### src/rtl/sprite_rom_arbiter_if.sv
// Requester, sprite ROM, palette and response signals of sprite_rom_arbiter.
// The slave modport is the arbiter's view; master is the surrounding system's.
interface sprite_rom_arbiter_if #(
  parameter int unsigned NUM_REQ = 4,
  parameter int unsigned ADDR_W  = 12
);
  logic [NUM_REQ-1:0]        req;
  logic [NUM_REQ-1:0]        lock;
  logic [NUM_REQ*ADDR_W-1:0] addr;
  logic [NUM_REQ-1:0]        gnt;
  logic [ADDR_W-1:0]         rom_addr;
  logic [7:0]                rom_data;
  logic [7:0]                pal_index;
  logic [11:0]               pal_rgb;
  logic [NUM_REQ-1:0]        rsp_valid;
  logic [11:0]               rsp_rgb;
  logic                      rsp_transp;

  modport slave (
    input  req, lock, addr, rom_data, pal_rgb,
    output gnt, rom_addr, pal_index, rsp_valid, rsp_rgb, rsp_transp
  );

  modport master (
    output req, lock, addr, rom_data, pal_rgb,
    input  gnt, rom_addr, pal_index, rsp_valid, rsp_rgb, rsp_transp
  );
endinterface

### src/rtl/sprite_rom_arbiter.sv
// Round-robin sprite ROM arbiter with burst lock and a 3-stage ROM/palette pipeline.
// Define SPRITE_TRANSP_KEY_EN to key out TRANSP_INDEX as a transparent, black response.
module sprite_rom_arbiter #(
  parameter int unsigned NUM_REQ      = 4,
  parameter int unsigned ADDR_W       = 12,
  parameter logic [7:0]  TRANSP_INDEX = 8'h10
) (
  input logic                  Clk,
  input logic                  Reset,
  sprite_rom_arbiter_if.slave  bus
);

  localparam int unsigned IdxW = (NUM_REQ > 1) ? $clog2(NUM_REQ) : 1;

`ifdef SPRITE_TRANSP_KEY_EN
  localparam logic KeyEn = 1'b1;
`else
  localparam logic KeyEn = 1'b0;
`endif

  typedef enum logic [0:0] {StArb, StBurst} state_e;

  state_e            r_state, w_state_d;
  logic [IdxW-1:0]   r_ptr, w_ptr_d;
  logic [IdxW-1:0]   r_owner, w_owner_d;

  logic              w_hold;
  logic [IdxW-1:0]   w_base;
  logic [IdxW-1:0]   w_idx;
  logic [IdxW-1:0]   w_gidx;
  logic              w_any;
  logic [NUM_REQ-1:0] w_gnt;

  logic [NUM_REQ-1:0] r_s1_tag, r_s2_tag, r_rsp_valid;
  logic [ADDR_W-1:0]  r_rom_addr;
  logic [11:0]        r_rsp_rgb, w_rgb;
  logic               r_rsp_transp, w_key;

  function automatic logic [IdxW-1:0] f_next(input logic [IdxW-1:0] i);
    f_next = (32'(i) == NUM_REQ - 1) ? '0 : i + 1'b1;
  endfunction

  // Burst continues only while the owner keeps both req and lock asserted.
  assign w_hold = (r_state == StBurst) && bus.req[r_owner] && bus.lock[r_owner];
  assign w_base = (r_state == StBurst) ? f_next(r_owner) : r_ptr;

  always_ff @(posedge Clk) begin
    if (Reset) begin
      r_state <= StArb;
      r_ptr   <= '0;
      r_owner <= '0;
    end else begin
      r_state <= w_state_d;
      r_ptr   <= w_ptr_d;
      r_owner <= w_owner_d;
    end
  end

  always_comb begin
    w_state_d = StArb;
    w_owner_d = r_owner;
    w_ptr_d   = r_ptr;
    if (w_any) begin
      if (bus.lock[w_gidx]) begin
        w_state_d = StBurst;
        w_owner_d = w_gidx;
      end else begin
        w_ptr_d = f_next(w_gidx);
      end
    end else begin
      w_ptr_d = w_base;
    end
  end

  always_comb begin
    w_gnt  = '0;
    w_gidx = '0;
    w_any  = 1'b0;
    w_idx  = w_base;
    if (!Reset) begin
      if (w_hold) begin
        w_any  = 1'b1;
        w_gidx = r_owner;
      end else begin
        for (int k = 0; k < int'(NUM_REQ); k++) begin
          if (!w_any && bus.req[w_idx]) begin
            w_any  = 1'b1;
            w_gidx = w_idx;
          end
          w_idx = f_next(w_idx);
        end
      end
      if (w_any) w_gnt[w_gidx] = 1'b1;
    end
  end

  assign w_key = KeyEn && (bus.rom_data == TRANSP_INDEX);
  assign w_rgb = w_key ? 12'h000 : bus.pal_rgb;

  always_ff @(posedge Clk) begin
    if (Reset) begin
      r_s1_tag     <= '0;
      r_s2_tag     <= '0;
      r_rsp_valid  <= '0;
      r_rom_addr   <= '0;
      r_rsp_rgb    <= 12'h000;
      r_rsp_transp <= 1'b0;
    end else begin
      r_s1_tag    <= w_gnt;
      r_s2_tag    <= r_s1_tag;
      r_rsp_valid <= r_s2_tag;
      if (w_any) r_rom_addr <= bus.addr[int'(w_gidx) * int'(ADDR_W) +: ADDR_W];
      if (|r_s2_tag) begin
        r_rsp_rgb    <= w_rgb;
        r_rsp_transp <= w_key;
      end
    end
  end

  assign bus.gnt        = w_gnt;
  assign bus.rom_addr   = r_rom_addr;
  assign bus.pal_index  = bus.rom_data;
  assign bus.rsp_valid  = r_rsp_valid;
  assign bus.rsp_rgb    = r_rsp_rgb;
  assign bus.rsp_transp = r_rsp_transp;

endmodule

### src/flat_wrapper.sv
// flat-port wrapper written by rule: the top's interface ports become plain ports
module sprite_rom_arbiter_flat 
#(
  parameter int unsigned NUM_REQ      = 4,
  parameter int unsigned ADDR_W       = 12,
  parameter logic [7:0]  TRANSP_INDEX = 8'h10
)
  (Clk, Reset, bus_req, bus_lock, bus_addr, bus_rom_data, bus_pal_rgb, bus_gnt, bus_rom_addr, bus_pal_index, bus_rsp_valid, bus_rsp_rgb, bus_rsp_transp);
  sprite_rom_arbiter_if #(.NUM_REQ(NUM_REQ), .ADDR_W(ADDR_W)) bus_i ();
  input logic Clk;
  input logic Reset;
  input wire logic [$bits(bus_i.req)-1:0] bus_req;
  input wire logic [$bits(bus_i.lock)-1:0] bus_lock;
  input wire logic [$bits(bus_i.addr)-1:0] bus_addr;
  input wire logic [$bits(bus_i.rom_data)-1:0] bus_rom_data;
  input wire logic [$bits(bus_i.pal_rgb)-1:0] bus_pal_rgb;
  output wire logic [$bits(bus_i.gnt)-1:0] bus_gnt;
  output wire logic [$bits(bus_i.rom_addr)-1:0] bus_rom_addr;
  output wire logic [$bits(bus_i.pal_index)-1:0] bus_pal_index;
  output wire logic [$bits(bus_i.rsp_valid)-1:0] bus_rsp_valid;
  output wire logic [$bits(bus_i.rsp_rgb)-1:0] bus_rsp_rgb;
  output wire logic [$bits(bus_i.rsp_transp)-1:0] bus_rsp_transp;
  assign bus_i.req = bus_req;
  assign bus_i.lock = bus_lock;
  assign bus_i.addr = bus_addr;
  assign bus_i.rom_data = bus_rom_data;
  assign bus_i.pal_rgb = bus_pal_rgb;
  assign bus_gnt = bus_i.gnt;
  assign bus_rom_addr = bus_i.rom_addr;
  assign bus_pal_index = bus_i.pal_index;
  assign bus_rsp_valid = bus_i.rsp_valid;
  assign bus_rsp_rgb = bus_i.rsp_rgb;
  assign bus_rsp_transp = bus_i.rsp_transp;
  sprite_rom_arbiter #(.NUM_REQ(NUM_REQ), .ADDR_W(ADDR_W), .TRANSP_INDEX(TRANSP_INDEX)) u_core (.Clk(Clk), .Reset(Reset), .bus(bus_i));
endmodule
### config.mk
export PLATFORM = sky130hd
export DESIGN_NAME = sprite_rom_arbiter_flat
export DESIGN_NICKNAME = d
export VERILOG_FILES = /design/src/rtl/sprite_rom_arbiter_if.sv /design/src/rtl/sprite_rom_arbiter.sv /design/src/flat_wrapper.sv
export SDC_FILE = /design/constraint.sdc
export NUM_CORES = 1
export LEC_CHECK = 0
export CAP_MARGIN = 40
export CORE_UTILIZATION = 39
export CTS_CLUSTER_DIAMETER = 200
export CTS_CLUSTER_SIZE = 12
export DETAILED_ROUTE_END_ITERATION = 8
export PLACE_DENSITY_LB_ADDON = 0.12
export SYNTH_ARGS = -nofsm -noshare
export SYNTH_HDL_FRONTEND = slang
export SYNTH_SLANG_ARGS = --single-unit
export TNS_END_PERCENT = 5
### constraint.sdc
create_clock -name Clk -period 3.3 [get_ports Clk]
set_clock_uncertainty 0.15 [all_clocks]
set_input_delay 0.66 -clock Clk [delete_from_list [all_inputs] [get_ports Clk]]
set_output_delay 0.66 -clock Clk [all_outputs]
set_load 0.05 [all_outputs]
==> impl_metrics.py <==
metrics = {
    "min_path": {
        "whs_path_depth": 1,
        "worst_hold_path_type": "reg2reg",
        "hp-start": "u_core.r_s1_tag[0]",
    },
    "clock_network": {
        "clkLatencyLatePin_ns": 0.29,
        "path_clk_slew_ns": 0.09,
        "numCtsBuffers": 5,
        "h-tree-depth": 2,
        "cts_sinks": 41,
        "cts_buffer_depth": 2,
        "ctsHoldBuffers": 0,
        "cts_tree": "yes",
        "clockRootBuffer": "clkbuf_8",
    },
    "cells_and_area": {
        "nets": 422,
        "layout_common_cells": "93 x clkdlybuf4s50_1, 41 x dfxtp_1, 29 x buf_4, 28 x nand2_1",
        "register_area_um2": 821,
        "multiInputGateArea_um2": 1230,
        "synthToLayoutAreaGrowth_pct": 66.1,
        "fin_cells": 414,
        "layout_commonest_cell": "clkdlybuf4s50_1",
        "fin_util_pct": 68.3,
        "n_antenna_cell": 0,
        "stdcell_area_um2": 3530,
        "drive_above_1_share_pct": 22.1,
        "fillers": 433,
    },
    "die": {
        "die_h_um": 75.8,
        "die_w_um": 75.8,
        "core_area_um2": 5170,
        "start_util_pct": 41.1,
        "ioPinCount": 119,
        "rows": 26,
        "die_area_um2": 5750,
    },
    "critical_path": {
        "cp_max_fo": 6,
        "end_kind": "primary output",
        "critical_path_class": "in2out",
        "critPathLaunch": "bus_lock[2]",
        "slowest_delay_ns": 0.42,
        "path_depth": 8,
        "worstPathArrival_ns": 2.42,
        "timing.critical_path.slowest_stage_cell": "clkdlybuf4s50_1",
        "reg2reg_depth": 10,
        "worst_setup_path_start_kind": "primary input",
        "path_cells": "clkdlybuf4s50_1 > and3b_1 > a311oi_4 > nor3_4 > o21bai_4 > a21oi_4 > and2_1 > buf_12",
        "r2r-start": "u_core.r_owner[1]",
        "cp_top_family": "compound AO/OA/AOI/OAI gates",
        "crit_required_ns": 2.49,
        "crit_buf_inv": 2,
    },
    "place": {
        "port_buffers": 101,
        "hpwl_um": 4380,
        "post_dp_cell_area_um2": 3310,
        "dpl.cell_count": 402,
        "gp_congestion": 0.790,
    },
    "sta": {
        "hold_viol": 0,
        "holdWs_ns": 0.286,
        "slew-limit-headroom_pct": 65.1,
        "fmax_mhz": 310,
        "layout_min_cycle_time_ns": 3.23,
        "drv_slew": 0,
        "finalSetupTns_ns": 0,
        "finalCritPeriodShare_pct": 97.8,
        "worstMarginPinSlew_ns": 0.522,
        "setup_viol": 0,
    },
    "yosys": {
        "synth_flop_cell": "dfxtp_1",
        "yosysSeqAreaShare_pct": 38.6,
        "syn_inst": 227,
        "synth_cell_type_count": 49,
        "syn_nets": 306,
        "yosys_warnings": 0,
        "ys_async_sr_fraction_pct": 0,
        "synth_seq_cells": 41,
        "syn-mean-instance-area_um2": 9.36,
        "synth_area_um2": 2130,
        "synth_edf_count": 0,
    },
    "grt": {
        "track_usage_pct": 20.5,
        "grt-ovfl-total": 0,
        "antenna_found_initial": 0,
        "grt_pass1_vias": 1945,
        "grt_pass1_wl_um": 8800,
        "grt_max_degree": 19,
    },
    "route": {
        "routed_wl_um": 5750,
        "drt_iter0_drc": 46,
        "dr.pass1.iters": 4,
        "drc": 0,
        "wl_per_cell_um": 13.9,
        "vias": 2040,
        "antenna_left": 0,
        "viasPerCell": 4.93,
    },
    "run_status": {
        "outcome": "complete, no violations",
    },
    "power": {
        "vdd_drop_max_mv": 0.419,
        "powerDensity_nw_per_um2": 897,
        "leakagePower_nw": 1.49,
    },
    "job": {
        "cap_viol_max_count": 0,
    },
}
==> through the flow <==
stage | power, W | setup slack (ns)
after global routing | 0.00335 | -0.00141
after floorplan | 0.00202 | -0.0355
after global placement | 0.00264 | -0.0525
after CTS | 0.00312 | 0.00272
after detailed placement | 0.00267 | -0.0810
final | 0.00317 | 0.0721
==> report_power, final <==
group	internal [W]	switching, W	leakage [nW]	total [W]
clock network	0.000226	0.000184	0.0543	0.000411
registers	0.000667	0.0000902	0.337	0.000757
logic	0.000878	0.00112	1.10	0.00200
==> kinds of logic after synthesis <==
| logic type | synth area share (%) |
|---|---|
| AOI/OAI and AO/OA | 19.5 |
| muxes | 17.5 |
| xor gates and xnor gates | 0.412 |
| adders and majority gates | 0.588 |
| DFF | 38.6 |
| other | 0.176 |
| and+or+nand+nor | 16.4 |
| buffers and inverters | 6.89 |
==> layout make-up <==
type | count | area share (%)
timing repair buffer | 130 | 35.6
multi-input combinational | 159 | 34.8
sequential | 41 | 23.2
tap | 70 | 2.48
clock buffer | 5 | 1.95
clock inverter | 3 | 1.31
inverter | 6 | 0.638
==> cell usage after synthesis, drive strengths merged (2+ instances only) <==
| cell | n | share of area (%) |
|---|---|---|
| nor3 | 2 | 1.0 |
| buf | 13 | 4.4 |
| inv | 6 | 1.1 |
| mux2i | 16 | 8.1 |
| dfxtp | 41 | 39 |
| a311oi | 2 | 1.1 |
| a21oi | 17 | 4.5 |
| o21ai | 13 | 3.1 |
| nor4 | 2 | 0.59 |
| nor2b | 10 | 2.9 |
| or4 | 2 | 0.71 |
| and2 | 6 | 1.8 |
| clkbuf | 8 | 1.4 |
| nand2 | 28 | 4.9 |
| nor2 | 5 | 0.88 |
| a22oi | 15 | 6.6 |
| mux2 | 17 | 9.4 |
| nand4 | 2 | 0.59 |
==> per-layer routing <==
metal	routed length [um]	track usage [%]	vias up
met4	54	6.58	0
met3	501	9.26	6
met1	2360	24.2	932
li1	-	-	1032
met2	2830	33.1	70
met5	0	0	-
==> state kept, by name, indices dropped and copies added, names as in the netlist <==
name / cells
u_core.bus.rom_addr: 12
u_core.bus.rsp_rgb: 12
u_core.bus.rsp_valid: 4
u_core.r_s1_tag: 4
u_core.r_s2_tag: 4
u_core.r_owner: 2
u_core.r_ptr: 2
u_core.r_state: 1
==> final timing paths <==
kind / end / slack [ns]
setup / recovery: bus_gnt[0] / 0.07
hold / removal: u_core.r_s2_tag[0] / 0.29
setup reg to reg: u_core.r_ptr[1] / 0.39
hold reg to reg: u_core.r_s2_tag[0] / 0.29
==> repair_timing <==
| item | CTS | global route |
|---|---|---|
| endpoints found under the setup margin | 4 | 4 |
| setup buffers | 2 | 2 |
| pin swaps | 2 | 4 |
| gates resized for setup | 4 | 13 |
(Power assumes the default switching activity.)
